===== src/rtl/seq_chunk_adder.sv =====
// Multi-cycle adder/subtractor: CHUNK bits per clock, LSB chunk first, registered sum/c_out/ovf.
// Latency NCHUNK edges after start; start is ignored while busy, results hold until the next done.
module seq_chunk_adder #(
  parameter int WIDTH = 16,
  parameter int CHUNK = 4
) (
  input  logic             clk,
  input  logic             rst,
  input  logic             start,
  input  logic             sub,
  input  logic [WIDTH-1:0] a,
  input  logic [WIDTH-1:0] b,
  input  logic             c_in,
  output logic             busy,
  output logic             done,
  output logic [WIDTH-1:0] sum,
  output logic             c_out,
  output logic             ovf
);

  localparam int NCHUNK = WIDTH / CHUNK;
  localparam int CW     = (NCHUNK > 1) ? $clog2(NCHUNK) : 1;
  localparam logic [CW-1:0] LAST = CW'(NCHUNK - 1);

  typedef enum logic {IDLE, RUN} state_t;

  state_t           state;
  logic [WIDTH-1:0] op_a;
  logic [WIDTH-1:0] op_b;
  logic [WIDTH-1:0] acc;
  logic             carry;
  logic [CW-1:0]    cnt;

  logic [CHUNK:0]   chunk_sum;
  logic [WIDTH-1:0] acc_next;
  logic             msb_cin;

  // Operands shift right each RUN edge so the active chunk is always the low CHUNK bits;
  // the accumulator fills from the top so after NCHUNK edges it holds the result in order.
  always_comb begin
    chunk_sum = {1'b0, op_a[CHUNK-1:0]} + {1'b0, op_b[CHUNK-1:0]} + {{CHUNK{1'b0}}, carry};
    acc_next  = (acc >> CHUNK) | (WIDTH'(chunk_sum[CHUNK-1:0]) << (WIDTH - CHUNK));
    msb_cin   = chunk_sum[CHUNK-1] ^ op_a[CHUNK-1] ^ op_b[CHUNK-1];
  end

  always_ff @(posedge clk or posedge rst) begin
    if (rst) begin
      state <= IDLE;
      op_a  <= '0;
      op_b  <= '0;
      acc   <= '0;
      carry <= 1'b0;
      cnt   <= '0;
      busy  <= 1'b0;
      done  <= 1'b0;
      sum   <= '0;
      c_out <= 1'b0;
      ovf   <= 1'b0;
    end else begin
      done <= 1'b0;
      case (state)
        IDLE: begin
          if (start) begin
            op_a  <= a;
            op_b  <= sub ? ~b : b;
            carry <= sub ? ~c_in : c_in;
            acc   <= '0;
            cnt   <= '0;
            busy  <= 1'b1;
            state <= RUN;
          end
        end
        RUN: begin
          op_a  <= op_a >> CHUNK;
          op_b  <= op_b >> CHUNK;
          carry <= chunk_sum[CHUNK];
          acc   <= acc_next;
          cnt   <= cnt + 1'b1;
          if (cnt == LAST) begin
            sum   <= acc_next;
            c_out <= chunk_sum[CHUNK];
            ovf   <= chunk_sum[CHUNK] ^ msb_cin;
            busy  <= 1'b0;
            done  <= 1'b1;
            cnt   <= '0;
            state <= IDLE;
          end
        end
        default: state <= IDLE;
      endcase
    end
  end

endmodule


===== config.mk =====
export PLATFORM = sky130hd
export DESIGN_NAME = seq_chunk_adder
export DESIGN_NICKNAME = d
export VERILOG_FILES = /design/src/rtl/seq_chunk_adder.sv
export SDC_FILE = /design/constraint.sdc
export NUM_CORES = 1
export LEC_CHECK = 0
export ABC_AREA = 1
export BUFFER_PORTS_ARGS = -buffer_cell sky130_fd_sc_hd__buf_2
export CAP_MARGIN = 10
export CORE_MARGIN = 4
export CORE_UTILIZATION = 59
export CTS_CLUSTER_DIAMETER = 150
export DETAILED_ROUTE_END_ITERATION = 7
export PLACE_DENSITY = 0.85
export RECOVER_POWER = 100
export SKIP_CTS_REPAIR_TIMING = 1
export SLEW_MARGIN = 40
export SYNTH_ARGS = -nofsm -noshare
export SYNTH_HDL_FRONTEND = slang
export SYNTH_SLANG_ARGS = --single-unit
export TNS_END_PERCENT = 1

===== constraint.sdc =====
create_clock -name clk -period 2.9 [get_ports clk]
set_input_delay 0.145 -clock clk [delete_from_list [all_inputs] [get_ports clk]]
set_output_delay 0.145 -clock clk [all_outputs]
set_load 0.005 [all_outputs]

Yosys cells after proc, flatten, opt, wreduce, memory -nomap -nowiden
Cells that the tools add are included.
Widths: inputs -> output; s select.

operators by class
  equality and inequality tests = 3
  bitwise logic cells = 7
  mux-type cells = 21
  reduce and logical (&&, ||, !) cells = 2
  add/subtract/negate cells = 3

operators by type and width
  cell                 number
  $pmux 16 s2          3
  $mux 16              4
  $not 16->16          1
  $or 12x16->16        1
  $mux 1               8
  $pmux 1 s2           3
  $add 4x4->5          1
  $add 5x1->5          1
  $mux 2               2
  $pmux 2 s2           1
  $reduce_and 2->1     2
  $xor 1x1->1          3
  $add 2x1->2 const B  1
  $eq 2x2->1 const B   1
  $ne 2x1->1 const B   1
  $ne 2x2->1 const B   1
  $not 1->1            2

word-level totals
  input port bits = 37
  register bits after elaboration = 72

Depth between registers and ports, before layout
Gate-level depths: netlist (run 1).

  depth in word-level cells = 5
  gate-level depth with buffers = 10
  depth with buffers taken out = 10

Least setup slack after synthesis (run 1)
OpenSTA, ideal clock, no wires.

  path kind = register to register
  start point = register op_a[0]
  end point = register ovf
  data arrival time = 1.489 ns
  required time = 2.776 ns
  stages on the path, launching flop included = 10
  clock period less this slack = 1.613 ns
  setup slack = 1.287 ns
  buffers on the path = 0
  library setup time = 0.124 ns
  cells stage by stage = dfrtp_1 fa_1 inv_1 fa_1 nand3b_1 nand2_1 nand2_1 nand2_1 nand3_1 nand3_1

on the way
  cells in the longest elaborated chain, start to end = 5

RTL lines
  item                       line  RTL
  start: declaration         28    logic [WIDTH-1:0] op_a;
  start signal: assignment   74    op_a <= op_a >> CHUNK;
  $add 4x4->5 *              41    chunk_sum = {1'b0, op_a[CHUNK-1:0]} + {1'b0, op_b[CHUNK-1:0]} + {{CHUNK{1'b0}}, carry};
  $add 5x1->5 *              41
  $xor 1x1->1 (2 in series)  43    msb_cin = chunk_sum[CHUNK-1] ^ op_a[CHUNK-1] ^ op_b[CHUNK-1];
  $xor 1x1->1 *              82    ovf <= chunk_sum[CHUNK] ^ msb_cin;
  end signal: assignment     82
  end: declaration           18    output logic ovf

Every way passes the cells marked *; elsewhere a longest branch is shown, timed or not.
A chain may end at the register's enable or synchronous reset.

Worst setup path after layout (run 1)
  start point = register state
  end point = register sum[3]

on the way
  cells in the longest elaborated chain, start to end = 1

RTL lines
  item                               line  RTL
  start: declaration                 27    state_t state;
  start signal: assignment           48    state <= IDLE;
  start signal: assignment           70    state <= RUN;
  start signal: assignment           86    state <= IDLE;
  $reduce_and 2->1 (no source line)  --
  end signal: assignment             80    sum <= acc_next;
  end: declaration                   16    output logic [WIDTH-1:0] sum,

Every way passes these cells.

==> results of run 1 <==
## power breakdown
group / leakage, nW / total, mW / switching (mW) / internal [mW]
clock network: 0.102 / 0.776 / 0.335 / 0.441
registers: 0.891 / 1.50 / 0.180 / 1.32
logic: 0.681 / 1.13 / 0.677 / 0.456
## kinds of logic after synthesis
group	count (synthesis)	share of synthesized area
compound gates	68	0.148
simple gates	86	0.118
xor+xnor	18	0.0537
fa+ha+maj	6	0.0307
buf+inv	49	0.0695
flops	68	0.580
## cells in the final DEF (no fill, tap or decap), types with 2 or more instances in the layout
master | netlist | final
inv_2 | 3 | 3
dfrtp_1 | 68 | 68
inv_1 | 31 | 30
clkbuf_8 | 0 | 11
o221ai_1 | 7 | 7
ha_1 | 4 | 4
clkinv_2 | 0 | 2
buf_2 | 9 | 51
nor2_1 | 6 | 6
buf_4 | 0 | 3
xnor2_1 | 17 | 17
nand2_1 | 70 | 70
o21ai_0 | 28 | 29
o211ai_1 | 9 | 9
o22ai_1 | 11 | 11
a22oi_1 | 8 | 8
clkbuf_1 | 4 | 7
a22o_1 | 3 | 3
nand3_1 | 6 | 6
fa_1 | 2 | 2
## critical path: stages, from the launching register on
cell and delay [ns]:
dfrtp_1 0.36, clkbuf_1 0.81, nand2_1 0.30, buf_4 0.32, nand2_1 0.08, o21ai_0 0.08
## cell type report
| cell class | instances | area [sq um] | area share |
|---|---|---|---|
| clock buffers | 12 | 155 | 0.0449 |
| well taps | 67 | 83.8 | 0.0243 |
| flip-flops and latches | 68 | 1700 | 0.492 |
| multi-input cells | 178 | 1030 | 0.298 |
| clock inverters | 4 | 47.5 | 0.0138 |
| inverters | 34 | 129 | 0.0373 |
| repair buffers | 61 | 310 | 0.0898 |
## flip-flops by register name (all words and copies together), names as in the netlist, 2 cells and up
| signal | count |
|---|---|
| acc | 12 |
| cnt | 2 |
| sum | 16 |
| op_b | 16 |
| op_a | 16 |
## worst paths after layout
path                              from       end  slack, ns  cells after the start
worst max-delay path             state    sum[3]       0.83                      5
worst min-delay path             a[15]  op_a[15]       0.02                      3
worst max register to register   state    sum[3]       0.83                      5
worst min register to register  sum[4]    sum[4]       0.48                      2
max in group asynchronous          rst  op_a[12]       1.13                      4
min in group asynchronous          rst   sum[12]       0.73                      3
## per-layer routing
metal | wire length [um] | vias up | global-route usage
met3 | 325 | 7 | 0.0401
met2 | 2690 | 67 | 0.333
li1 | - | 1086 | -
met4 | 96 | 0 | 0.0927
met5 | 0 | - | 0
met1 | 2470 | 1022 | 0.262
## synth_stat cells (all sizes together)
library cell,count
buf,10
o211ai,9
xnor2,17
ha,4
dfrtp,68
a21oi,1
inv,34
fa,2
o22ai,11
xor2,1
o21ai,29
o221ai,7
nand3b,1
nand2,71
nand3,6
nand4,1
a22oi,8
nor2,7
a22o,3
clkbuf,5
## through the flow
| step | power [mW] | area [sq um] | setup slack, ns | instances |
|---|---|---|---|---|
| 2_1_floorplan | 2.31 | 2930 | 1.04 | 295 |
| 3_3_place_gp | 2.61 | 3250 | 1.23 | 407 |
| 3_5_place_dp | 2.67 | 3250 | 1.18 | 407 |
| 4_1_cts | 3.45 | 3450 | 1.17 | 423 |
| 5_1_grt | 3.71 | 3460 | 0.573 | 424 |
| 6_report | 3.41 | 3460 | 0.828 | 424 |
==> results.json, run 1 <==
{
  "drive_gt1_frac": 0.210,
  "hold_viol": 0,
  "crit_type": "reg2reg",
  "grt_pass1_wl_um": 9760,
  "synth-seq-area-share": 0.580,
  "nNetsFinal": 395,
  "ys_seq_elements": 68,
  "mappedNetlistNets": 338,
  "cts.htree.levels": 3,
  "setup_total_negative_slack_ns": 0,
  "detailed_place_hpwl_um": 3860,
  "yosysTopAreaCellShare": 0.580,
  "via_per_inst": 5.15,
  "portBuffers": 56,
  "rows": 25,
  "clk_pin_slew_ns": 0.07,
  "cp-start-kind": "flip-flop",
  "fill_cells": 369,
  "cp_max_fo": 30,
  "area_growth_pct": 17.8,
  "fin_util": 0.722,
  "dieArea_sq_um": 6170,
  "maxSlewHeadroom": -0.0779,
  "cts_tree": "built",
  "dr.pass1.iters": 6,
  "ant_nets": 0,
  "period_share": 0.715,
  "initial_utilization": 0.613,
  "die-width_um": 78.5,
  "grt_overflow": 0,
  "grt_usage": 0.203,
  "power_density_nw_per_um2": 986,
  "netlist_top_cells_area": "dfrtp_1 58%, nand2_1 9.0%, xnor2_1 5.1%",
  "synth.largest_area_cell": "dfrtp_1",
  "worstMarginPinSlew_ns": 1.61,
  "synth_cells": 295,
  "arrival_ns": 2.29,
  "routed_wl_um": 5580,
  "cts-root-buf": "clkbuf_8",
  "fin_crit_ns": 2.07,
  "hold_class": "in2reg",
  "routedWlPerCell_um": 13.2,
  "slew_violations": 40,
  "ios": 57,
  "drc": 0,
  "fmax_mhz": 483,
  "fin_skew_ns": 0.00819,
  "status": "complete, but fails checks",
  "clkLatencyLatePin_ns": 0.34,
  "p_leak_nw": 1.67,
  "grt_max_degree": 40,
  "antenna_found_initial": 0,
  "num_antenna_cells": 0,
  "postSynthAreaPerCell_sq_um": 9.95,
  "drt_first_iter_violations": 95,
  "maxCapViolCount": 1,
  "ys_warn_count": 0,
  "violations": "max-capacitance violations, max-slew violations",
  "fp.dieH_um": 78.5,
  "cts_max_path_buffers": 2,
  "cts_made_buffers": 9,
  "num_vias": 2182,
  "rsz0062_at_grt": "false",
  "coreArea_sq_um": 4790,
  "ir_drop_mv": 0.495,
  "ys_types": 26,
  "synthesis.area_sq_um": 2930,
  "required_ns": 3.12,
  "endpoint_kind": "flip-flop",
  "grt_pass1_vias": 2181,
  "cts.sinks": 68,
  "hold_slack_ns": 0.0198,
  "gp_congestion": 0.798,
  "setup_viol": 0
}
Power figures use the tool's default switching activity.
==> run 2: changes to the inputs <==
- CORE_UTILIZATION: 59 -> 49
- PLACE_DENSITY: 0.85 -> 0.76
- clock period: 2.9 -> 1.7 ns (I/O delays scaled with it)
==> run 2 against run 1 <==
The flow finishes with violations (negative hold slack). Sequential share of layout area is 2.6 points lower. Flip-flop and latch count stayed put. Maximum frequency is 23% higher. Total power is 72% higher. Wire length is 12% higher. Global-route usage is 2.2 points lower. Cell count is 6.6% higher. First-iteration DRC count is 27% lower. Worst hold slack worse by 0.025 ns. Critical path type unchanged. Critical endpoint is now carry. Largest power group unchanged. Highest routed layer unchanged.
==> results.json, run 2 (synthesis results as in run 1) <==
{
  "status": "complete, but fails checks",
  "violations": "negative hold slack",
  "hold_viol": 1,
  "grt_max_degree": 69,
  "grt_pass1_vias": 2201,
  "power_density_nw_per_um2": 1600,
  "dp_slack_ns": 0.000716,
  "gp_congestion": 0.815,
  "grt_usage": 0.181,
  "drc": 0,
  "cts_tree": "built",
  "rows": 27,
  "hold_slack_ns": -0.00515,
  "nNetsFinal": 419,
  "grt_pass1_wl_um": 10300,
  "final_common_cell": "dfrtp_1",
  "die-width_um": 85.4,
  "fin_skew_ns": 0.00728,
  "path_common_cell": "fa_2",
  "detailed_place_hpwl_um": 4140,
  "worstMarginPinSlew_ns": 0.918,
  "initial_utilization": 0.520,
  "fin_area_sq_um": 3650,
  "placed_area_sq_um": 3310,
  "area_growth_pct": 24.5,
  "coreArea_sq_um": 5640,
  "portBuffers": 56,
  "critPathMaxStageDelay_ns": 0.41,
  "cts_made_buffers": 9,
  "endpoint_kind": "flip-flop",
  "required_ns": 1.92,
  "ir_drop_mv": 0.744,
  "drt_first_iter_violations": 69,
  "fp.dieH_um": 85.4,
  "cts.htree.levels": 3,
  "slew_violations": 0,
  "crit_path_top_delay_cell": "dfrtp_1",
  "critical_path.cell_chain": "fa_2 > inv_2 > fa_2 > nand3b_1 > nand2_2 > buf_4 > nand2_1 > o211ai_1",
  "ant_nets": 0,
  "cts_max_path_buffers": 2,
  "cts.sinks": 68,
  "antenna_found_initial": 0,
  "grt_overflow": 0,
  "period_share": 0.991,
  "clkLatencyLatePin_ns": 0.34,
  "fmax_mhz": 593,
  "cts-root-buf": "clkbuf_8",
  "fin_util": 0.647,
  "rsz0062_at_grt": "true",
  "clk_pin_slew_ns": 0.06,
  "num_antenna_cells": 0,
  "routedWlPerCell_um": 13.9,
  "p_leak_nw": 1.75,
  "fin_crit_ns": 1.69,
  "top_regs": "op_a (16), op_b (16), sum (16)",
  "layout_common_cells": "68 x dfrtp_1, 67 x nand2_1, 46 x buf_2",
  "via_per_inst": 5.13,
  "maxCapViolCount": 0,
  "cp-start-kind": "flip-flop",
  "setup_viol": 0,
  "crit_type": "reg2reg",
  "timing.final.ws_setup_ns": 0.0148,
  "hold_class": "in2reg",
  "routed_wl_um": 6270,
  "dieArea_sq_um": 7290,
  "maxSlewHeadroom": 0.388,
  "ios": 57,
  "num_vias": 2319,
  "drive_gt1_frac": 0.218,
  "setup_total_negative_slack_ns": 0,
  "dr.pass1.iters": 5,
  "arrival_ns": 1.90,
  "cp_max_fo": 2
}
==> run 2: cell count changes in the layout (fill, tap and decap cells not counted), moves of 2 or more <==
cell and delta:
buf_2 -5, buf_4 +6, clkbuf_1 +6, clkbuf_2 +2
dlygate4sd3_1 +15, fa_1 -2, fa_2 +2, nand2_1 -3
nand2_2 +3
==> run 2: area by class of cell <==
cell class	count	area, sq um
clock buffers	13	159
clock inverters	2	10.0
fillers	476	1990
inverters	34	131
multi-input cells	178	1040
flip-flops and latches	68	1700
well taps	72	90.1
repair buffers	85	517
==> run 2: routing by layer <==
layer	GRT usage	vias to the layer above	wire, um
li1	-	1135	-
met1	0.241	1107	2790
met2	0.275	68	3000
met3	0.0408	9	392
met4	0.101	0	95
met5	0	-	0
==> run 2: path summary, 6_finish.rpt <==
kind	from	to	slack, ns	depth (start not counted)
worst max-delay path	carry	carry	0.01	8
worst min-delay path	a[1]	op_a[1]	-0.005	3
worst max register to register	carry	carry	0.01	8
worst min register to register	sum[5]	sum[5]	0.48	2
max in group asynchronous	rst	op_a[6]	0.50	4
min in group asynchronous	rst	op_b[8]	0.62	4
==> run 2: report_power, final <==
part	leakage, nW	switching [mW]	internal (mW)
Combinational	0.773	1.22	0.889
Clock	0.0893	0.566	0.597
Sequential	0.891	0.334	2.25
==> run 2: through the flow <==
step,cells,power (mW)
2_1_floorplan,295,3.94
3_3_place_gp,417,4.53
3_5_place_dp,417,4.63
4_1_cts,432,5.80
5_1_grt,452,6.34
6_report,452,5.85
==> run 2: critical path: cells and delay by family (launching register included) <==
family,cells,cell delay (ns)
adder cells (fa/ha/maj),2,0.59
AND/OR/NAND/NOR,3,0.29
buffers and inverters,2,0.20
flip-flops,1,0.41
AO/OA/AOI/OAI,1,0.08
==> run 3: changes to the inputs <==
- ABC_AREA: 1 -> not set
- ABC_CLOCK_PERIOD_IN_PS: not set -> 1700
- BUFFER_PORTS_ARGS: -buffer_cell sky130_fd_sc_hd__buf_2 -> not set
- CORE_UTILIZATION: 49 -> 56
- DONT_BUFFER_PORTS: not set -> 1
- PLACE_DENSITY: 0.76 -> 0.75
==> run 3 against run 2 <==
The run ends with negative hold slack, negative setup slack left. Setup slack worse by 0.11 ns. Non-clock buffer count shrank 52. Synthesized cell count unchanged. Global-route usage is 1.1 points higher. Wire length is 5.9% lower. Critical path depth is the same. Count of clock-buffer cells in the layout fell by 1. Core utilization increased by 4.7 points. Design area decreased by 0.45%. Largest cell class unchanged. Largest power group unchanged.
==> results.json, run 3 <==
{
  "grt_overflow": 0,
  "cts.htree.levels": 3,
  "p_seq_frac": 0.456,
  "timing.final.ws_setup_ns": -0.0908,
  "drt_first_iter_violations": 79,
  "dieArea_sq_um": 6810,
  "ys_types": 28,
  "fin_skew_ns": 0.00758,
  "layout_common_cells": "68 x dfrtp_1, 51 x nand2_1, 37 x o21ai_0",
  "cts-root-buf": "clkbuf_8",
  "drc": 0,
  "p_comb_frac": 0.317,
  "cp_top_family": "adder cells",
  "hold_class": "in2reg",
  "arrival_ns": 2.02,
  "ios": 57,
  "synth_cells": 295,
  "violations": "negative hold slack, negative setup slack",
  "initial_utilization": 0.594,
  "yosysTopAreaCellShare": 0.547,
  "hold_viol": 4,
  "netlist_top_cells_area": "dfrtp_1 55%, nand2_1 6.2%, o21ai_0 6.1%",
  "area_growth_pct": 16.8,
  "cts_tree": "built",
  "power.share.clock": 0.226,
  "layout.cells.non_filler": 395,
  "synth_top_flop_cell": "dfrtp_1",
  "endpoint_kind": "flip-flop",
  "ir_drop_mv": 0.721,
  "clk_pin_slew_ns": 0.07,
  "p_switching_mw": 1.97,
  "crit_type": "reg2reg",
  "num_antenna_cells": 0,
  "via_per_inst": 5.31,
  "power.internal_mw": 3.94,
  "ys_warn_count": 0,
  "synth_most_common_cell": "dfrtp_1",
  "cp_max_fo": 2,
  "portBuffers": 0,
  "maxCapViolCount": 0,
  "fin_util": 0.694,
  "postSynthAreaPerCell_sq_um": 10.5,
  "fmax_mhz": 558,
  "synth-seq-area-share": 0.547,
  "worstMarginPinSlew_ns": 1.11,
  "gp_congestion": 0.718,
  "routedWlPerCell_um": 14.9,
  "status": "complete, but fails checks",
  "mappedNetlistNets": 338,
  "dp.cells": 355,
  "cp-start-kind": "flip-flop",
  "clkLatencyLatePin_ns": 0.34,
  "finalPower_mw": 5.91,
  "detailed_place_hpwl_um": 3750,
  "cts_made_buffers": 9,
  "synth.largest_area_cell": "dfrtp_1",
  "slew_violations": 0,
  "maxSlewHeadroom": 0.260,
  "cts_max_path_buffers": 2,
  "fp.dieH_um": 82.5,
  "final_common_cell": "dfrtp_1",
  "hold_slack_ns": -0.0450,
  "ys_seq_elements": 68,
  "cts.sinks": 68,
  "yosys-top-cells-count": "68 x dfrtp_1, 51 x nand2_1, 38 x o21ai_0, 27 x nor2_1, 20 x xnor2_1",
  "die-width_um": 82.5,
  "ant_nets": 0,
  "coreArea_sq_um": 5240,
  "critPathMaxStageDelay_ns": 0.38,
  "grt_pass1_vias": 2090,
  "crit_buf_inv": 1,
  "fin_crit_ns": 1.79,
  "rows": 26,
  "p_leak_nw": 1.67,
  "power_density_nw_per_um2": 1630,
  "dr.pass1.iters": 4,
  "routed_wl_um": 5910,
  "synthesis.area_sq_um": 3110,
  "drive_gt1_frac": 0.166,
  "grt_max_degree": 62,
  "antenna_found_initial": 0,
  "setup_viol": 3,
  "synth_edf_count": 0,
  "path_common_cell": "fa_2",
  "period_share": 1.05,
  "grt_pass1_wl_um": 9660,
  "critical_path.cell_chain": "fa_2 > inv_2 > fa_2 > nand2b_4 > a21oi_4 > xnor2_2 > xnor2_1 > o21ai_1",
  "top_regs": "op_a (16), op_b (16), sum (16)",
  "required_ns": 1.92,
  "dp_slack_ns": -0.131,
  "switching_share": 0.334,
  "nNetsFinal": 363,
  "crit_path_top_delay_cell": "dfrtp_1",
  "num_vias": 2099,
  "async_reset_ff_frac": 1.00,
  "rsz0062_at_grt": "true",
  "grt_usage": 0.192
}
run 3: cell count changes after synthesis, moves of 9 or more:
| cell | delta |
|---|---|
| a21oi_1 | +13 |
| inv_1 | -26 |
| mux2_2 | +14 |
| mux2i_1 | +16 |
| nand2_1 | -19 |
| nor2_1 | +21 |
| o211ai_1 | -9 |
| o21ai_0 | +10 |
| o22ai_1 | -10 |
run 3: kinds of logic after synthesis:
logic type | synth area share
compound gates | 0.111
xor+xnor | 0.0643
fa+ha+maj | 0.0290
buf+inv | 0.0462
flops | 0.547
mux | 0.107
simple gates | 0.0961
run 3: worst paths after layout:
path | slack, ns | start | cells after the start | end
worst max-delay path | -0.09 | carry | 8 | ovf
worst max register to register | -0.09 | carry | 8 | ovf
max in group asynchronous | 0.42 | rst | 3 | sum[12]
worst min register to register | 0.48 | op_b[13] | 2 | op_b[9]
worst min-delay path | -0.04 | a[5] | 2 | op_a[5]
min in group asynchronous | 0.61 | rst | 3 | acc[5]
run 3: area by class of cell:
type / instances / area, sq um
Fill cell: 401 / 1600
Clock inverter: 4 / 47.5
Inverter: 7 / 30.0
Timing Repair Buffer: 33 / 313
Sequential cell: 68 / 1700
Multi-Input combinational cell: 201 / 1300
Tap cell: 70 / 87.6
Clock buffer: 12 / 155
run 3: through the flow:
step	TNS [ns]	cell area (sq um)
after detailed placement	-0.322	3170
after floorplan	-0.0407	3120
after global placement	-0.110	3170
final	-0.240	3640
after CTS	-0.443	3370
after global routing	-0.773	3640
run 3: layer usage:
metal,GRT usage,part of all wire,up-vias
met5,0,0,-
met4,0.0931,0.022,0
met3,0.0813,0.065,12
met2,0.295,0.50,47
met1,0.232,0.41,1008
li1,-,-,1032
run 3: power groups by stage:
stage,Clock (mW),Sequential (mW),Combinational [mW]
floorplan,0,2.56,1.44
global placement,0,2.72,1.61
detailed placement,0,2.74,1.69
CTS,1.37,2.71,1.71
global route,1.47,2.79,2.14
finish,1.34,2.70,1.88
